[config.mk]
export PLATFORM = sky130hd
export DESIGN_NAME = arith_accum_top
export DESIGN_NICKNAME = d
export VERILOG_FILES = /design/src/rtl/arith_accum_top.sv
export SDC_FILE = /design/constraint.sdc
export NUM_CORES = 1
export LEC_CHECK = 0
export CAP_MARGIN = 10
export CELL_PAD_IN_SITES_DETAIL_PLACEMENT = 1
export CELL_PAD_IN_SITES_GLOBAL_PLACEMENT = 1
export CORE_ASPECT_RATIO = 0.5
export CORE_MARGIN = 5
export CORE_UTILIZATION = 30
export CTS_CLUSTER_DIAMETER = 200
export DETAILED_ROUTE_END_ITERATION = 7
export GPL_TIMING_DRIVEN = 0
export PLACE_DENSITY_LB_ADDON = 0.1
export SLEW_MARGIN = 20
export SYNTH_ARGS = -nofsm -noshare
export SYNTH_HDL_FRONTEND = slang
export SYNTH_SLANG_ARGS = --single-unit
export TNS_END_PERCENT = 5
[constraint.sdc]
create_clock -name clk -period 14.1 [get_ports clk]
set_clock_uncertainty 0.05 [all_clocks]
set_input_delay 2.82 -clock clk [delete_from_list [all_inputs] [get_ports clk]]
set_output_delay 2.82 -clock clk [all_outputs]
set_load 0.01 [all_outputs]
[src/rtl/arith_accum_top.sv]
`default_nettype none
// ============================================================================
// Module      : arith_accum_top
// Description : Two-stage pipelined multiply-accumulate datapath. Each cycle
//               it multiplies three 12-bit unsigned operands (a*b*c, 36-bit
//               exact) and, when the sampled enable is high, adds the product
//               into a 40-bit running sum that wraps modulo 2^40.
//
// Ports       : clk   in   1  rising-edge clock
//               rst_n in   1  synchronous active-low reset
//               a     in  12  unsigned operand A
//               b     in  12  unsigned operand B
//               c     in  12  unsigned operand C
//               e     in   1  accumulate enable, sampled at the clock edge
//               y     out 40  registered accumulator value
//
// Revision    : 1.0  initial release
// ============================================================================
module arith_accum_top (
    input  logic        clk,
    input  logic        rst_n,
    input  logic [11:0] a,
    input  logic [11:0] b,
    input  logic [11:0] c,
    input  logic        e,
    output logic [39:0] y
);

    // Stage 1 registers: partial product, delayed C operand and enable.
    logic [23:0] r_p1;
    logic [11:0] r_c1;
    logic        r_v1;

    // Stage 2 register: running sum.
    logic [39:0] r_acc;

    logic [23:0] w_ab;
    logic [35:0] w_prod;
    logic [39:0] w_sum;

    // Operands are widened explicitly so each multiply is exact at its
    // result width.
    assign w_ab   = {12'd0, a} * {12'd0, b};
    assign w_prod = {12'd0, r_p1} * {24'd0, r_c1};
    // The carry out of bit 39 is dropped: the sum wraps modulo 2^40.
    assign w_sum  = r_acc + {4'd0, w_prod};

    always_ff @(posedge clk) begin
        if (!rst_n) begin
            r_p1 <= 24'd0;
            r_c1 <= 12'd0;
            r_v1 <= 1'b0;
        end else begin
            r_p1 <= w_ab;
            r_c1 <= c;
            r_v1 <= e;
        end
    end

    // Clearing r_v1 on reset together with r_acc discards any operand set
    // that was in flight, so accumulation restarts cleanly from zero.
    always_ff @(posedge clk) begin
        if (!rst_n) begin
            r_acc <= 40'd0;
        end else if (r_v1) begin
            r_acc <= w_sum;
        end
    end

    assign y = r_acc;

endmodule
`default_nettype wire

### Yosys cells after proc, flatten, opt, wreduce, memory -nomap -nowiden

Cells that the tools add are included.
W data, S select, Z words.

* add/sub/neg operators: 1
* multipliers: 2
* div/mod/pow operators: 0
* magnitude comparators: 0
* equality and inequality tests: 0
* shift-type cells: 0
* multiplexer cells: 0
* bitwise gates (word level): 0
* reductions and logical operators: 0

Operators with widths (count)
* $add A40 B36 Y40: 1
* $mul A24 B12 Y36: 1
* $mul A12 B12 Y24: 1

* bits in registers: 77
* latch bits: 0
* RAM bits: 0
* memory bits (read-only): 0
* input port bits: 39
* output and inout bits: 40
* word-level logic and storage cells: 7
* memories: 0

### Logic depth before layout (Yosys ltp)

Gate-level depths: netlist of the first run.

* depth after elaboration: 2
* depth in mapped cells: 21
* mapped depth without buffers: 20

### Least setup slack after synthesis of the first run

No wires, ideal clock.

* path kind: input to register
* start: input port b[3]
* end: register r_p1[23]
* library setup time: 0.128 ns
* arrival: 7.322 ns
* required time: 13.922 ns
* setup slack: 6.600 ns
* cell stages on the path: 21
* buffers on the path: 1
* path through: clkbuf_1 > nand2_1 > fa_1 > inv_1 > fa_1 > inv_1 > fa_1 > inv_1 > fa_1 > inv_1 > fa_1 > inv_1 > ha_1 > a21o_1 > a21o_1 > a21o_1 > a21oi_1 > o21ai_0 > a311oi_1 > xnor2_1 > nor2_1

* longest elaborated chain between the ends: 1

RTL lines
* start: declaration: RTL line 23 `input logic [11:0] b,`
* $mul A12 B12 Y24: RTL line 43 `assign w_ab = {12'd0, a} * {12'd0, b};`
* end signal: assignment: RTL line 54 `r_p1 <= w_ab;`
* end: declaration: RTL line 30 `logic [23:0] r_p1;`

No other way between the ends.
A chain may end at the register's enable or synchronous reset.

### Worst setup path in the final report of the first run

* start: input port a[10]
* end: register r_p1[21]

* longest elaborated chain between the ends: 1

RTL lines
* start: declaration: RTL line 22 `input logic [11:0] a,`
* $mul A12 B12 Y24: RTL line 43

No other way between the ends.

==> results of run 1 <==
==> synth_stat cells (9+ instances only) <==
master	number
a21o_1	27
a21oi_1	53
and2_1	194
clkbuf_1	87
dfxtp_1	77
fa_1	355
ha_1	142
inv_1	445
mux2i_1	27
nand2_1	297
nand2b_1	10
nand3_1	16
nand3b_1	12
nand4_1	10
nor2_1	55
o211ai_1	9
o21ai_0	33
xnor2_1	20
xor2_1	15
==> routing by layer <==
layer	vias up	part of all wire	GRT usage
met5	-	0	0
met4	0	0.0071	0.02433
met3	16	0.020	0.01421
met2	122	0.49	0.3083
met1	6877	0.49	0.2463
li1	6187	-	-
==> worst paths after layout <==
path | slack, ns | cells past startpoint | to
worst max-delay path | 5.64 | 21 | r_p1[21]$_SDFF_PN0_
worst min-delay path | 0.45 | 2 | y[22]$_SDFFE_PN0P_
worst max register to register | 7.09 | 19 | y[38]$_SDFFE_PN0P_
worst min register to register | 0.45 | 2 | y[22]$_SDFFE_PN0P_
==> through the flow <==
stage          hold slack [ns]  area [um^2]  setup WS (ns)
6_report                0.4537        19640          5.636
5_1_grt                 0.4891        19640          5.201
4_1_cts                 0.4514        19640          5.533
3_5_place_dp            0.4425        19350          5.145
3_3_place_gp            0.4346        19350          5.140
2_1_floorplan           0.4510        17610          6.600
==> kinds of logic (layout without fill, tap and decap cells) <==
kind of cell	Yosys count	in the layout	share of synthesized area
AO/OA/AOI/OAI	185	185	0.07309
AND/OR/NAND/NOR	633	633	0.1755
other	0	1	0
flip-flops	77	77	0.08751
XOR/XNOR	35	35	0.01740
multiplexers	30	30	0.01747
buffers and inverters	546	639	0.1247
adder cells (fa/ha/maj)	497	497	0.5043
==> critical path: stages <==
cell and delay, ns:
clkdlybuf4s50_1 0.55, clkbuf_1 0.48, nand2_1 0.17, fa_1 0.56
inv_1 0.05, fa_1 0.50, inv_1 0.07, fa_1 0.54
inv_1 0.05, fa_1 0.47, inv_1 0.05, fa_1 0.47
inv_1 0.04, ha_1 0.36, and3_1 0.17, clkbuf_1 0.21
nand4_1 0.11, o21ai_0 0.36, a21oi_1 0.16, o21ai_0 0.22
mux2i_1 0.27
==> flip-flops by register name, summed over array words and instances, names as in the netlist <==
register and cells:
r_v1 1, y 40, r_p1 24, r_c1 12
==> power groups by stage <==
stage	Clock [W]	Sequential, W	Combinational, W
final	0.000248	0.000348	0.00340
after detailed placement	0	0.000355	0.00347
after floorplan	0	0.000319	0.00251
after global placement	0	0.000355	0.00344
after global routing	0.000267	0.000355	0.00386
after CTS	0.000260	0.000350	0.00348
==> cell type report <==
type	count	share of cell area
diodes	1	0.0001274
plain buffers	101	0.02682
clock buffers	10	0.01217
clock inverters	6	0.002739
inverters	445	0.08504
multi-input cells	1380	0.7065
flip-flops and latches	77	0.07848
well taps	768	0.04892
repair buffers	77	0.03924
==> placed cells by master (no fill, tap or decap), types with 3 or more instances in the layout <==
| cell type | count |
|---|---|
| fa_1 | 355 |
| a211oi_1 | 5 |
| mux2i_1 | 27 |
| clkbuf_8 | 8 |
| nand2b_1 | 10 |
| a21o_1 | 27 |
| clkinv_4 | 3 |
| o21ai_0 | 33 |
| dfxtp_1 | 77 |
| a21oi_1 | 53 |
| o21bai_1 | 6 |
| o21a_1 | 7 |
| xnor2_1 | 20 |
| o211ai_1 | 9 |
| inv_1 | 445 |
| a21o_2 | 5 |
| a31oi_1 | 6 |
| nor2_1 | 55 |
| and2_1 | 194 |
| xor2_1 | 15 |
| ha_1 | 142 |
| and3_1 | 4 |
| a311oi_1 | 3 |
| o211ai_2 | 3 |
| nor3_1 | 7 |
| clkbuf_16 | 9 |
| clkdlybuf4s50_1 | 77 |
| nor2b_1 | 6 |
| nand4b_1 | 4 |
| nand4_1 | 10 |
| o31ai_1 | 5 |
| nand2_1 | 297 |
| or3_1 | 8 |
| nand3_1 | 16 |
| nand3b_1 | 12 |
| clkbuf_1 | 87 |
==> impl_metrics.toml, run 1 <==
[die]
die-area_um2 = 63960
pin_count = 79
coreArea_um2 = 57720
row_count = 62
die_h_um = 181.3
start_util = 0.3052
die_width_um = 352.7

[clock_tree]
cts_tree = "built"
cts_sinks = 77
clockBufferDepth = 2
h-tree-depth = 3
cts-root-buf = "clkbuf_16"
post_cts_resized = 0
clk_latency_ns = 0.38
clk_pin_slew_ns = 0.07
cts_buffers = 9
post_cts_buffers = 0
cts_hold_buf = 0

[setup_path]
path_max_fanout = 10
r2r-start = "r_c1[6]$_SDFF_PN0_"
end_kind = "register"
critPathArrivalTime_ns = 8.70
cp.required_ns = 14.34
startpoint_type = "primary input"
crit_start = "a[10]"
critPathKind = "in2reg"

[route]
post_drt_wl_per_cell_um = 19.36
drt_wl_total_um = 55470
route.detailed.drc = 0
drtPass1Iterations = 4
num_vias = 13202
drt_iter0_markers = 511
ant_nets = 0
via_per_inst = 4.608

[cells_and_area]
finalCoreUtilization = 0.3403
multi_input_comb_area_um2 = 13880
drive_above_1_share = 0.02576
synthToLayoutAreaGrowth_pct = 11.51
fillerInstances = 6834
layout.nets = 2627
instances_no_fill = 2865
regArea_um2 = 1541

[yosys]
synthTopCellsByArea = "fa_1 40%, ha_1 10%, inv_1 9.5%"
synth.top_cell.area_share = 0.4035
ys_seq_area_frac = 0.08751
ys_warn_count = 0
syn_avg_cell_area_um2 = 8.794
synth_edf_count = 0
synth_nets = 2539
synth-async-reset-ratio = 0
ys_types = 67
syn-cell-area_um2 = 17610
yosysTopAreaCell = "fa_1"
synth_seq_cells = 77
synthFlopType = "dfxtp_1"
synthCells = 2003

[power_and_ir_drop]
seqPwrFrac = 0.087
p_clk_frac = 0.062
power.share.combinational = 0.851
cellLeakagePower_nw = 9.662
p_sw_w = 0.002167
p_int_w = 0.001830
switching_share = 0.5421
p_per_area_nw_per_um2 = 203.5
power_w = 0.003997
ir_drop_uv = 134.1

[timing]
fmax_mhz = 118.2
slew_violations = 0
tightestPinTransition_ns = 0.8992
setup_viol = 0
slew_headroom = 0.4006
setup-tns-final_ns = 0
rsz0062_at_grt = "no"
fin_crit_ns = 8.464
hold_viol_final = 0
period_share = 0.6003

[global_route]
grt_pass1_wl_um = 86660
grt_pass1_vias = 14580
overflow = 0
grt_max_degree = 16
antenna_found_initial = 1
track_usage = 0.1767

[place]
dpl.cell_count = 2848
gp_congestion = 0.8084
numPortBuffers = 77
dp.final_hpwl_um = 48910

[run_status]
status = "finished clean"

[run]
cap_violations = 0

[min_path]
worstHoldStart = "y[22]$_SDFFE_PN0P_"
hp-class = "reg2reg"
No activity file was read; power rests on OpenSTA's default activity.
==> run 2: changes to the inputs <==
clock period = 7.2 ns   (was 14.1 ns; I/O delays follow)
==> impl_metrics.toml, run 2 (synthesis results as in run 1) <==
[run_status]
status = "finished clean"

[setup_path]
crit_path_max_incr_delay_ns = 0.58
cp.required_ns = 7.46
r2r_cells = 19
r2r-start = "r_c1[4]$_SDFF_PN0_"
crit_end = "r_p1[20]$_SDFF_PN0_"
crit_start = "a[11]"
r2r_setup_slack_ns = 0.35
critPathArrivalTime_ns = 7.14
slowest_stage = "fa_1"
critPathKind = "in2reg"
startpoint_type = "primary input"
path_max_fanout = 10
timing.rr.end = "y[38]$_SDFFE_PN0P_"
cp_cell_sequence = "clkdlybuf4s50_1 -> clkbuf_1 -> nand2_1 -> fa_1 -> inv_1 -> fa_1 -> fa_1 -> fa_1 -> fa_1 -> ha_1 -> a21o_1 -> a21o_1 -> a21o_1 -> a31oi_1 -> o21ai_0 -> o41ai_1 -> mux2i_1"
end_kind = "register"
cp_common_cell = "fa_1"

[clock_tree]
cts_hold_buf = 0
cts_sinks = 77
cts_tree = "built"
cts_buffers = 9
post_cts_resized = 0
clk_latency_ns = 0.38
clk_pin_slew_ns = 0.07
clockBufferDepth = 2
h-tree-depth = 3
post_cts_buffers = 0
cts-root-buf = "clkbuf_16"

[cells_and_area]
synthToLayoutAreaGrowth_pct = 11.64
layout.nets = 2627
final_common_cell = "inv_1"
finalCoreUtilization = 0.3407
final_cell_mix = "445 x inv_1, 355 x fa_1, 297 x nand2_1"
largest_reg_flops = 40
fillerInstances = 6820
design_area_um2 = 19670
drive_above_1_share = 0.03483

[timing]
tightestPinTransition_ns = 0.8762
rsz0062_at_grt = "no"
hold_viol_final = 0
period_share = 0.9560
fmax_mhz = 145.3
setup_viol = 0
slew_violations = 0
hold_ws_ns = 0.4516
slew_headroom = 0.4159
fin_crit_ns = 6.883
setup-tns-final_ns = 0

[global_route]
antenna_found_initial = 1
grt_pass1_vias = 14580
track_usage = 0.1767
overflow = 0
grt_max_degree = 16
grt_pass1_wl_um = 86660

[power_and_ir_drop]
cellLeakagePower_nw = 9.716
p_per_area_nw_per_um2 = 398.6
ir_drop_uv = 262.6

[die]
start_util = 0.3052
die-area_um2 = 63960
row_count = 62
die_width_um = 352.7
pin_count = 79
coreArea_um2 = 57720
die_h_um = 181.3

[run]
cap_violations = 0

[route]
post_drt_wl_per_cell_um = 19.34
drt_iter0_markers = 475
route.detailed.drc = 0
ant_nets = 0
drtPass1Iterations = 4
drt_wl_total_um = 55410
via_per_inst = 4.605
num_vias = 13194

[place]
numPortBuffers = 77
gp_congestion = 0.8084
place_area_um2 = 19350
dp.final_hpwl_um = 48910

[min_path]
worstHoldStart = "y[22]$_SDFFE_PN0P_"
hp-class = "reg2reg"
## run 2: cell types whose count changed in the layout (fill, tap and decap cells not counted), sizes merged
cell    delta
buf        +2
clkbuf     -2
## run 2: worst min path at each step
stage | end | cells after the start
floorplan | y[22]$_SDFFE_PN0P_ | 2
global placement | y[22]$_SDFFE_PN0P_ | 2
detailed placement | y[22]$_SDFFE_PN0P_ | 2
CTS | y[22]$_SDFFE_PN0P_ | 2
global route | y[22]$_SDFFE_PN0P_ | 2
finish | y[22]$_SDFFE_PN0P_ | 2
## run 2: final cells by class
cell class	count	area, um^2	area share
tap	768	960.9	0.04886
antenna	1	2.502	0.0001273
buffer	101	549.3	0.02793
clock buffer	10	239.0	0.01215
timing repair buffer	77	770.7	0.03919
clock inverter	6	53.80	0.002736
inverter	445	1670	0.08494
multi-input combinational	1380	13880	0.7056
sequential	77	1543	0.07845
## run 2: worst max-delay path, delay by kind of cell
family                     cells  cell delay, ns
adders and majority gates      6            2.89
AOI/OAI and AO/OA              6            1.31
and+or+nand+nor                1            0.17
buffers and inverters          3            1.07
muxes                          1            0.23
## run 2: where the power goes
part	total [W]	switching, W	internal (W)
combinational	0.00667	0.00388	0.00280
sequential	0.000682	0.000141	0.000540
clock	0.000485	0.000236	0.000249
total	0.00784	0.00425	0.00359
## run 2: stage by stage
stage                     setup WS [ns]  power [W]  instances
after floorplan                   1.080   0.005548       2003
after global placement          -0.3801   0.007437       2848
after detailed placement        -0.3754   0.007480       2848
after CTS                       0.01258   0.008016       2864
after global routing          0.0003642   0.008772       2864
final                            0.3169   0.007839       2865
## run 2: metal layers
metal | vias up | wire length, um | global-route usage
met1 | 6885 | 27180 | 0.2463
met5 | - | 0 | 0
met2 | 101 | 26930 | 0.3083
li1 | 6192 | - | -
met3 | 16 | 901 | 0.01421
met4 | 0 | 394 | 0.02433
==> run 3: changes to the inputs <==
CORE_ASPECT_RATIO = 1.1   (was 0.5)
CORE_UTILIZATION = 50   (was 30)
clock period = 8.5 ns   (was 7.2 ns; I/O delays follow)
==> impl_metrics.toml, run 3 (synthesis results as in run 1) <==
[run_status]
status = "finished clean"

[setup_path]
slowest_stage = "clkdlybuf4s50_1"
path_delay_family = "adder cells"
cp_cell_sequence = "clkdlybuf4s50_1 -> clkbuf_1 -> nand2_1 -> fa_1 -> fa_1 -> inv_1 -> fa_1 -> inv_1 -> fa_1 -> inv_1 -> fa_1 -> ha_1 -> a21o_1 -> nor3_1 -> nand3_1 -> nand2_1 -> o21ai_0 -> a21oi_1 -> o21ai_0 -> mux2i_1"
end_kind = "register"
crit_path_max_incr_delay_ns = 0.61
path_max_fanout = 10
r2r_setup_slack_ns = 1.64
critPathArrivalTime_ns = 7.61
startpoint_type = "primary input"
cp_num_buf_inv = 5
critPathKind = "in2reg"
cp_common_cell = "fa_1"
cp.required_ns = 8.75

[route]
num_vias = 13871
drt_iter0_markers = 687
via_per_inst = 5.459
post_drt_wl_per_cell_um = 20.43
drt_wl_total_um = 51910
ant_nets = 0
route.detailed.drc = 0
drtPass1Iterations = 5

[cells_and_area]
fillerInstances = 4172
drive_above_1_share = 0.02576
layout.nets = 2627
instances_no_fill = 2541
regArea_um2 = 1541
finalCoreUtilization = 0.5512
final_common_cell = "inv_1"
synthToLayoutAreaGrowth_pct = 9.376
largest_reg_flops = 40
final_cell_mix = "445 x inv_1, 355 x fa_1, 297 x nand2_1"
multi_input_comb_area_um2 = 13880

[die]
start_util = 0.5039
coreArea_um2 = 34950
row_count = 72
die_width_um = 189.0
die-area_um2 = 39090
pin_count = 79
die_h_um = 206.9

[clock_tree]
clk_pin_slew_ns = 0.08
cts_sinks = 77
post_cts_buffers = 0
cts_buffers = 9
cts_tree = "built"
cts-root-buf = "clkbuf_16"
clk_latency_ns = 0.37
h-tree-depth = 3
clockBufferDepth = 2
cts_hold_buf = 0
post_cts_resized = 0

[place]
dp.final_hpwl_um = 44900
numPortBuffers = 77
dpl.cell_count = 2524
gp_congestion = 0.8822
place_ws_ns = 0.8783

[timing]
setup_viol = 0
period_share = 0.8661
fin_crit_ns = 7.362
fin_ws_ns = 1.138
tightestPinTransition_ns = 1.028
fmax_mhz = 135.8
slew_violations = 0
slew_headroom = 0.3149
rsz0062_at_grt = "no"
setup-tns-final_ns = 0
hold_viol_final = 0

[global_route]
met3_usage = 0.04221
antenna_found_initial = 1
grt_pass1_wl_um = 82900
met2_usage = 0.4787
track_usage = 0.2749
grt_busiest_layer = "met2"
grt_pass1_vias = 15497
grt_max_degree = 15
met1_usage = 0.3424
overflow = 0

[run]
cap_violations = 0

[power_and_ir_drop]
p_per_area_nw_per_um2 = 346.7
cellLeakagePower_nw = 9.673
ir_drop_uv = 376.1

[min_path]
hp-class = "reg2reg"
## run 3: per-layer routing
metal	part of all wire	vias up	routed length (um)
met4	0.049	0	2536
met1	0.40	7224	20740
li1	-	6192	-
met2	0.50	330	26140
met3	0.048	125	2503
met5	0	-	0
## run 3: layout make-up
cell class,count,area share
inverters,445,0.08670
flip-flops and latches,77,0.08001
well taps,444,0.02883
clock inverters,7,0.005066
multi-input cells,1380,0.7202
diodes,1,0.0001299
clock buffers,9,0.01169
repair buffers,77,0.04001
plain buffers,101,0.02734
## run 3: worst paths after layout
kind	startpoint	to	cells past startpoint
hold reg to reg	y[22]$_SDFFE_PN0P_	y[22]$_SDFFE_PN0P_	2
setup / recovery	b[5]	r_p1[21]$_SDFF_PN0_	20
setup reg to reg	r_c1[4]$_SDFF_PN0_	y[30]$_SDFFE_PN0P_	19
hold / removal	y[22]$_SDFFE_PN0P_	y[22]$_SDFFE_PN0P_	2
## run 3: where the power goes
part,total [W],switching [W],internal [W]
combinational,0.00566,0.00328,0.00238
clock,0.000452,0.000193,0.000259
sequential,0.000563,0.000105,0.000458
## run 3: stage by stage
| step | area [um^2] | power (W) | hold WS, ns |
|---|---|---|---|
| after floorplan | 17610 | 0.004700 | 0.4510 |
| after global placement | 18940 | 0.006035 | 0.4272 |
| after detailed placement | 18940 | 0.006227 | 0.4403 |
| after CTS | 19260 | 0.006727 | 0.4511 |
| after global routing | 19260 | 0.007341 | 0.5044 |
| final | 19270 | 0.006679 | 0.4456 |
## run 3: tightest hold or removal path: cells and delay by family (launching register included)
family	cells	cell delay [ns]
AOI/OAI and AO/OA	1	0.05
DFF	1	0.33
and+or+nand+nor	1	0.07
